`src/rtl/vga_sync_gen.sv`:
```
// Raster timing generator: pixel-rate divider, horizontal/vertical counters and
// sync/video outputs delayed to line up with a 1-clk registered pixel encoder.
module vga_sync_gen #(
  parameter int unsigned CLK_DIV  = 4,
  parameter int unsigned H_ACTIVE = 640,
  parameter int unsigned H_FP     = 16,
  parameter int unsigned H_SYNC   = 96,
  parameter int unsigned H_BP     = 48,
  parameter int unsigned V_ACTIVE = 480,
  parameter int unsigned V_FP     = 10,
  parameter int unsigned V_SYNC   = 2,
  parameter int unsigned V_BP     = 33,
  parameter logic        SYNC_POL = 1'b0
) (
  input  logic        clk,
  input  logic        rst,
  input  logic        px_in,
  output logic [10:0] x,
  output logic [10:0] y,
  output logic        px_tick,
  output logic        hsync,
  output logic        vsync,
  output logic        video_on,
  output logic        px_out,
  output logic        vblank_tick
);

  localparam int unsigned      DIV_W    = (CLK_DIV > 1) ? $clog2(CLK_DIV) : 1;
  localparam logic [DIV_W-1:0] DIV_LAST = DIV_W'(CLK_DIV - 1);

  localparam logic [10:0] H_ACT    = 11'(H_ACTIVE);
  localparam logic [10:0] HS_START = 11'(H_ACTIVE + H_FP);
  localparam logic [10:0] HS_END   = 11'(H_ACTIVE + H_FP + H_SYNC);
  localparam logic [10:0] H_LAST   = 11'(H_ACTIVE + H_FP + H_SYNC + H_BP - 1);

  localparam logic [10:0] V_ACT    = 11'(V_ACTIVE);
  localparam logic [10:0] VS_START = 11'(V_ACTIVE + V_FP);
  localparam logic [10:0] VS_END   = 11'(V_ACTIVE + V_FP + V_SYNC);
  localparam logic [10:0] V_LAST   = 11'(V_ACTIVE + V_FP + V_SYNC + V_BP - 1);
  localparam logic [10:0] V_PRE    = 11'(V_ACTIVE - 1);

  logic [DIV_W-1:0] div_cnt;
  logic [10:0]      h_cnt;
  logic [10:0]      v_cnt;
  logic             von_r, hs_r, vs_r;
  logic             von_d, hs_d, vs_d;

  // NOTE: sequential state uses non-blocking assignments so every flop samples pre-edge values.
  always_ff @(posedge clk) begin
    if (rst) begin
      div_cnt <= '0;
      px_tick <= 1'b0;
    end else begin
      div_cnt <= (div_cnt == DIV_LAST) ? '0 : div_cnt + DIV_W'(1);
      px_tick <= (div_cnt == DIV_LAST);
    end
  end

  always_ff @(posedge clk) begin
    if (rst) begin
      h_cnt       <= '0;
      v_cnt       <= '0;
      vblank_tick <= 1'b0;
    end else begin
      // Strobe lands in the same clk that v_cnt first shows V_ACTIVE.
      vblank_tick <= px_tick && (h_cnt == H_LAST) && (v_cnt == V_PRE);
      if (px_tick) begin
        if (h_cnt == H_LAST) begin
          h_cnt <= '0;
          v_cnt <= (v_cnt == V_LAST) ? '0 : v_cnt + 11'd1;
        end else begin
          h_cnt <= h_cnt + 11'd1;
        end
      end
    end
  end

  assign x = h_cnt;
  assign y = v_cnt;

  // NOTE: defaults come first so no path through a combinational block can infer a latch.
  always_comb begin
    von_r = 1'b0;
    hs_r  = 1'b0;
    vs_r  = 1'b0;
    if (h_cnt < H_ACT && v_cnt < V_ACT)         von_r = 1'b1;
    if (h_cnt >= HS_START && h_cnt < HS_END)    hs_r  = 1'b1;
    if (v_cnt >= VS_START && v_cnt < VS_END)    vs_r  = 1'b1;
  end

  // Two stages: one to match the encoder register, one to drive the pins.
  always_ff @(posedge clk) begin
    if (rst) begin
      von_d    <= 1'b0;
      hs_d     <= 1'b0;
      vs_d     <= 1'b0;
      video_on <= 1'b0;
      px_out   <= 1'b0;
      hsync    <= ~SYNC_POL;
      vsync    <= ~SYNC_POL;
    end else begin
      von_d    <= von_r;
      hs_d     <= hs_r;
      vs_d     <= vs_r;
      video_on <= von_d;
      px_out   <= px_in & von_d;
      hsync    <= hs_d ? SYNC_POL : ~SYNC_POL;
      vsync    <= vs_d ? SYNC_POL : ~SYNC_POL;
    end
  end

endmodule

```
`config.mk`:
```
export PLATFORM = sky130hd
export DESIGN_NAME = vga_sync_gen
export DESIGN_NICKNAME = d
export VERILOG_FILES = /design/src/rtl/vga_sync_gen.sv
export SDC_FILE = /design/constraint.sdc
export NUM_CORES = 1
export LEC_CHECK = 0
export CAP_MARGIN = 15
export CORE_AREA = 2 2 55 57
export CTS_BUF_LIST = sky130_fd_sc_hd__clkbuf_8
export CTS_CLUSTER_SIZE = 8
export DETAILED_ROUTE_END_ITERATION = 10
export DIE_AREA = 0 0 57 59
export PLACE_DENSITY = 0.9
export SYNTH_ARGS = -nofsm -noshare
export SYNTH_HDL_FRONTEND = slang
export SYNTH_SLANG_ARGS = --single-unit
```
`constraint.sdc`:
```
create_clock -name clk -period 3.5 [get_ports clk]
set_clock_uncertainty 0.05 [all_clocks]
set_input_delay 0.7 -clock clk [delete_from_list [all_inputs] [get_ports clk]]
set_output_delay 0.7 -clock clk [all_outputs]
set_load 0.01 [all_outputs]
```
======== Yosys cells after proc, flatten, opt, wreduce, memory -nomap -nowiden ========
Cells that the tools add are included.
storage, ports and cells
  register bits after elaboration ......... 33
  bits in latches ......................... 0
  logic and storage cells ................. 40
  memories ................................ 0
  bits in writable memories ............... 0
  bits in read-only memories .............. 0
  output and inout bits ................... 28
operators by class
  $lt $le $gt $ge ......................... 6
  equal/unequal tests ..................... 4
  $add $sub $neg .......................... 3
  shifts and indexed selects .............. 0
  bitwise logic cells ..................... 1
  reduce and logical (&&, ||, !) cells .... 7
  div/mod/pow operators ................... 0
  multipliers ............................. 0
  multiplexer cells ....................... 7
operator list
  kind                                                    number
  adder 11 x 1 -> 11 bit (second input constant)          2
  equality test 11 x 10 -> 1 bit (second input constant)  2
  < comparator 11 x 10 -> 1 bit (second input constant)   2
  < comparator 11 x 9 -> 1 bit (second input constant)    2
  2-to-1 mux 11 bit                                       2
  equality test 11 x 9 -> 1 bit (second input constant)   1
  >= comparator 11 x 10 -> 1 bit (second input constant)  1
  >= comparator 11 x 9 -> 1 bit (second input constant)   1
  logical AND 1 bit                                       5
  2-to-1 mux 1 bit                                        5
  adder 2 x 1 -> 2 bit (second input constant)            1
  equality test 2 bit (second input constant)             1
  AND reduction 2 bit                                     1
  OR reduction 2 bit                                      1
  AND 1 bit                                               1

======== Longest topological paths before layout ========
Gate-level depths: netlist of the first run.
  word-level depth ........................ 3
  depth in mapped cells ................... 7

======== Worst setup path after synthesis of the first run ========
No wires, ideal clock.
  kind .................................... reg-to-reg
  from .................................... register h_cnt[0], in the netlist x[0]
  to ...................................... register v_cnt[7], in the netlist y[7]
  period minus slack after synthesis ...... 1840 ps
  arrival ................................. 1721 ps
  stages on the path, launching flop included .. 8
  library setup time ...................... 69 ps
  slack ................................... 1660 ps
  cells stage by stage .................... dfxtp_1 ha_1 and4_1 buf_6 nand4_4 buf_6 or4_1 o21ai_1
between the ends
  longest elaborated chain between the ends .. 2
RTL lines
  item                                  RTL line  RTL
  start: declaration                    43        logic [10:0] h_cnt;
  start signal: assignment              72        h_cnt <= h_cnt + 11'd1;
  equality test 11 x 10 -> 1 bit        68        if (h_cnt == H_LAST) begin
  AND reduction 2 bit (no source line)  n/a
  end signal: assignment                70        v_cnt <= (v_cnt == V_LAST) ? '0 : v_cnt + 11'd1;
  end: declaration                      44        logic [10:0] v_cnt;
No other way between the ends.
A chain may end at the register's enable or synchronous reset.

======== Final worst setup path of the first run ========
  from .................................... register h_cnt[4], in the netlist x[4]
  to ...................................... output x[4]
RTL lines
  item              RTL line  RTL
  end: declaration  18        output logic [10:0] x,
No word-level cell between the ends.

==> out/qor.yml, run 1 <==
outcome:
  status: "finished, final reports clean"
timing:
  min_period_ns: 2.21
  setup_viol_count_final: 0
  hold_viol: 0
  timing.fmax_mhz: 452
  period_share: 0.632
  rsz0062_at_grt: "false"
  slew_viol_final: 0
  relSlewSlack: 0.614
  setup_slack_ns: 1.29
  hold_ws_ns: 0.320
  worst_pin_slew_ns: 0.574
  final.setup.tns_ns: 0
clock_network:
  numCtsBuffers: 5
  cts.repair.resized: 0
  hold_buffers: 0
  h-tree-depth: 2
  clk_path_buf_depth: 2
  cts_tree: "yes"
  cts.reportedPaths.clkPinSlew_ns: 0.07
  postCtsSetupRepairBufs: 0
  cts-root-buf: "clkbuf_8"
  cts_sinks: 33
  clk_latency_ns: 0.29
routing:
  routed_wl_um: 3240
  drc: 0
  ant_nets: 0
  drt_iter0_drc: 41
  vias: 1322
  via_per_inst: 5.85
  routedWlPerCell_um: 14.3
  drt_pre_antenna_iters: 4
worst_setup_path:
  startpoint_type: "flop"
  criticalPathCategory: "flop to primary output"
  critPathCaptureType: "primary output"
  worst_ep_arrival_time_ns: 1.46
  slowest_stage: "clkdlybuf4s50_1"
  critPathBufInv: 1
  cp_top_family: "buffers and inverters"
  slowest_delay_ns: 0.62
  crit_fanout: 10
  crit_required_ns: 2.75
  path_cells: "clkdlybuf4s50_1"
pwr:
  p_switching_uw: 153
  power.share.clock: 0.470
  swShare: 0.197
  p_leak_uw: 0.000649
  intPower_uw: 622
  seqPwrFrac: 0.496
  power_density_nw_per_um2: 409
  ir_worst_vdd_uv: 418
  combPwrFrac: 0.034
synthesis:
  yosysMostFrequentCell: "dfxtp_1"
  syn_inst: 162
  ys_ff_latch: 33
  yosysWarnings: 0
  synth_ff_type: "dfxtp_1"
  synth_edf_count: 0
  ys_seq_area_frac: 0.447
  syn_area_sq_um: 1480
  yosys.area.top_type: "dfxtp_1"
  synth.top_cell.area_share: 0.447
  syn_nets: 169
  synth_area_leaders: "dfxtp_1 45%, xnor2_1 3.6%, ha_1 3.4%"
  ys_top_cells_by_count: "33 x dfxtp_1, 13 x nand2_1, 13 x nor2_1"
  syn_area_per_cell_sq_um: 9.11
  yosysUniqueCellTypes: 39
  synth-async-reset-ratio: 0
global_route:
  grt_max_degree: 15
  grt_pass1_vias: 1214
  grt-ovfl-total: 0
  use_met1: 0.263
  grt_use_met3: 0.0721
  globalRouteMet2Util: 0.328
  grt.total_usage: 0.210
  busiest_layer: "met2"
  grt_pass1_wl_um: 5350
  antenna_found_initial: 0
place:
  dp_cells: 218
  place_congestion: 0.870
  detailed_place_hpwl_um: 2320
  portBuffers: 30
  post-place-ws_ns: 1.04
die:
  die_x_um: 57
  rows: 19
  die_h_um: 59
  dieArea_sq_um: 3360
  pin_count: 31
  start_util: 0.545
  coreArea_sq_um: 2710
cells_and_area:
  nets: 201
  area_growth_syn_to_layout_pct: 28.2
  n_fill_cell: 211
  layout-drive-gt1-share: 0.0564
  diodes: 0
  utilization: 0.699
  final_cells: 226
hold_path:
  hp-class: "flop to flop"
run:
  max_cap_violations: 0
per-stage QoR:
step / area, sq um / power [uW]
global placement: 1780 / 418
detailed placement: 1780 / 419
global route: 1890 / 798
floorplan: 1480 / 408
CTS: 1890 / 779
finish: 1890 / 775
sequential cells by signal, summed over array words and instances (netlist names):
| register | flops |
|---|---|
| div_cnt | 2 |
| hs_d | 1 |
| hsync | 1 |
| px_out | 1 |
| px_tick | 1 |
| vblank_tick | 1 |
| video_on | 1 |
| von_d | 1 |
| vs_d | 1 |
| vsync | 1 |
| x | 11 |
| y | 11 |
logic make-up (layout without fill, tap and decap cells):
logic type,after synthesis,in the layout,share of synthesized area
adder cells (fa/ha/maj),4,4,0.0339
XOR/XNOR,10,10,0.0593
buffers and inverters,15,48,0.0517
AND/OR/NAND/NOR,74,74,0.293
AO/OA/AOI/OAI,25,25,0.108
multiplexers,1,1,0.00678
flip-flops,33,33,0.447
cell usage in the layout (no fill, tap or decap), drive strengths merged, types with 6 or more instances in the layout:
master	synthesis	layout
clkbuf	1	6
clkdlybuf4s50	0	30
dfxtp	33	33
inv	10	11
nand2	13	13
nand3	9	9
nor2	14	14
nor3	7	7
o21ai	7	7
or4	6	6
xnor2	6	6
worst paths after layout:
kind / depth (start not counted) / slack, ns / endpoint / startpoint
setup reg to reg: 5 / 1.53 / y[8] / x[0]
setup / recovery: 1 / 1.29 / x[4] / x[4]
hold / removal: 1 / 0.32 / vsync / vs_d
hold reg to reg: 1 / 0.32 / vsync / vs_d
per-layer routing:
metal / vias to the layer above / routed length (um)
li1: 656 / -
met1: 623 / 1430
met2: 36 / 1590
met3: 7 / 172
met4: 0 / 45
met5: - / 0
power by group through the flow:
stage               clock, uW  combinational [uW]  sequential, uW
floorplan                   0                14.7             393
global placement            0                25.2             392
detailed placement          0                26.7             393
CTS                       368                26.9             384
global route              385                29.2             385
finish                    364                26.5             384
layout make-up:
cell class / instances / area (sq um) / area share
Multi-Input combinational cell: 114 / 739 / 0.391
Tap cell: 31 / 38.8 / 0.0205
Inverter: 10 / 37.5 / 0.0198
Clock buffer: 6 / 82.6 / 0.0436
Clock inverter: 2 / 33.8 / 0.0178
Timing Repair Buffer: 30 / 300 / 0.159
Sequential cell: 33 / 661 / 0.349
Note: power is estimated with default switching activity, not from simulation.
==> inputs of run 2 (changes only) <==
- CORE_AREA: 2 2 55 57 -> 2 2 60 62
- DIE_AREA: 0 0 57 59 -> 0 0 62 64
- PLACE_DENSITY: 0.9 -> 0.81
- clock period: 3.5 -> 1.8 ns (I/O delays scaled with it)
==> out/qor.yml, run 2 (same netlist as run 1, synthesis figures left out) <==
global_route:
  grt_pass1_vias: 1240
  grt.total_usage: 0.197
  grt-ovfl-total: 0
  grt_pass1_wl_um: 5760
  antenna_found_initial: 0
  grt_max_degree: 14
hold_path:
  hold_depth: 1
  hp-start: "vs_d"
  hp-class: "flop to flop"
  holdPathEnd: "vsync"
worst_setup_path:
  cp_num_cells: 2
  criticalPathCategory: "flop to primary output"
  slowest_delay_ns: 0.53
  r2r_cells: 6
  path_cells: "buf_4 > clkdlybuf4s50_1"
  slowest_stage: "clkdlybuf4s50_1"
  crit_fanout: 6
  cp_top_family: "buffers and inverters"
  startpoint_type: "flop"
  critPathCaptureType: "primary output"
  r2r_start: "y[1]"
  reg2reg_setup_slack_ns: 0.07
  critPathBufInv: 2
  reg2reg_to: "y[10]"
  worst_ep_arrival_time_ns: 1.33
  crit_required_ns: 1.39
cells_and_area:
  fin_area_sq_um: 2080
  area_growth_syn_to_layout_pct: 41.2
  nets: 218
  layout_commonest_cell: "clkdlybuf4s50_1"
  n_fill_cell: 274
  final_cell_mix: "29 x clkdlybuf4s50_1, 25 x dfxtp_1, 17 x buf_4, 13 x nand2_1, 13 x nor2_1"
  diodes: 0
  layout-drive-gt1-share: 0.198
timing:
  slew_viol_final: 0
  period_share: 0.967
  min_period_ns: 1.74
  timing.fmax_mhz: 574
  setup_slack_ns: 0.0590
  hold_viol: 0
  hold_ws_ns: 0.324
  worst_pin_slew_ns: 0.493
  relSlewSlack: 0.667
  setup_viol_count_final: 0
clock_network:
  h-tree-depth: 2
  postCtsSetupRepairBufs: 0
  cts_tree: "yes"
  hold_buffers: 0
  cts.reportedPaths.clkPinSlew_ns: 0.06
  clk_latency_ns: 0.29
  cts_sinks: 33
  cts-root-buf: "clkbuf_8"
  numCtsBuffers: 5
  clk_path_buf_depth: 2
pwr:
  p_leak_uw: 0.000763
  power.total_uw: 1520
  ir_worst_vdd_uv: 363
  power_density_nw_per_um2: 731
place:
  place_congestion: 0.796
  dpl-instance-area_sq_um: 1930
  detailed_place_hpwl_um: 2480
  portBuffers: 30
  post-place-ws_ns: -0.00722
die:
  dieArea_sq_um: 3970
  coreArea_sq_um: 3280
  start_util: 0.450
  pin_count: 31
  rows: 21
  die_h_um: 64
  die_x_um: 62
routing:
  drc: 0
  ant_nets: 0
  via_per_inst: 5.28
  drt_iter0_drc: 63
  routed_wl_um: 3490
  routedWlPerCell_um: 13.5
  vias: 1363
  drt_pre_antenna_iters: 4
outcome:
  status: "finished, final reports clean"
run:
  max_cap_violations: 0
[run 2: power by group]
part / switching [uW] / internal [uW]
logic: 31.0 / 29.6
clock network: 271 / 445
registers: 5.58 / 740
[run 2: layout make-up]
| type | instances | area (sq um) | area share |
|---|---|---|---|
| Sequential cell | 33 | 673 | 0.323 |
| Clock inverter | 2 | 33.8 | 0.0162 |
| Tap cell | 46 | 57.6 | 0.0276 |
| Inverter | 10 | 37.5 | 0.0180 |
| Timing Repair Buffer | 47 | 430 | 0.206 |
| Multi-Input combinational cell | 114 | 769 | 0.369 |
| Clock buffer | 6 | 82.6 | 0.0396 |
[run 2: stage by stage]
stage	std cells	TNS (ns)	util
2_1_floorplan	162	0	-
3_3_place_gp	250	0	0.586
3_5_place_dp	250	-0.00722	0.586
4_1_cts	258	0	0.624
5_1_grt	258	-0.000556	0.635
6_report	258	0	0.635
[run 2: worst max-delay path by stage]
stage / startpoint / end / slack, ns
floorplan: x[0] / y[7] / 0.04
global placement: y[1] / y[9] / 0.05
detailed placement: x[0] / y[3] / -0.007
CTS: x[6] / x[6] / 0.003
global route: y[1] / y[3] / -0.0006
finish: y[5] / y[5] / 0.06
[run 2: layer usage]
layer / global-route usage / vias up / part of all wire
met5: 0 / - / 0
met4: 0.0771 / 0 / 0.020
met3: 0.0830 / 8 / 0.042
met2: 0.280 / 27 / 0.46
met1: 0.260 / 648 / 0.47
li1: - / 680 / -
[run 2: what timing repair did]
item,CTS,global route
setup endpoints to repair,8,11
pin swaps,0,1
gates resized for setup,5,12
[run 2: worst reg2reg max path, stage by stage (launching register included)]
cell and delay [ns]:
dfxtp_2 0.34, inv_1 0.06, ha_1 0.18, nor4bb_2 0.19, a31o_2 0.28, or4_1 0.48
o21ai_1 0.08
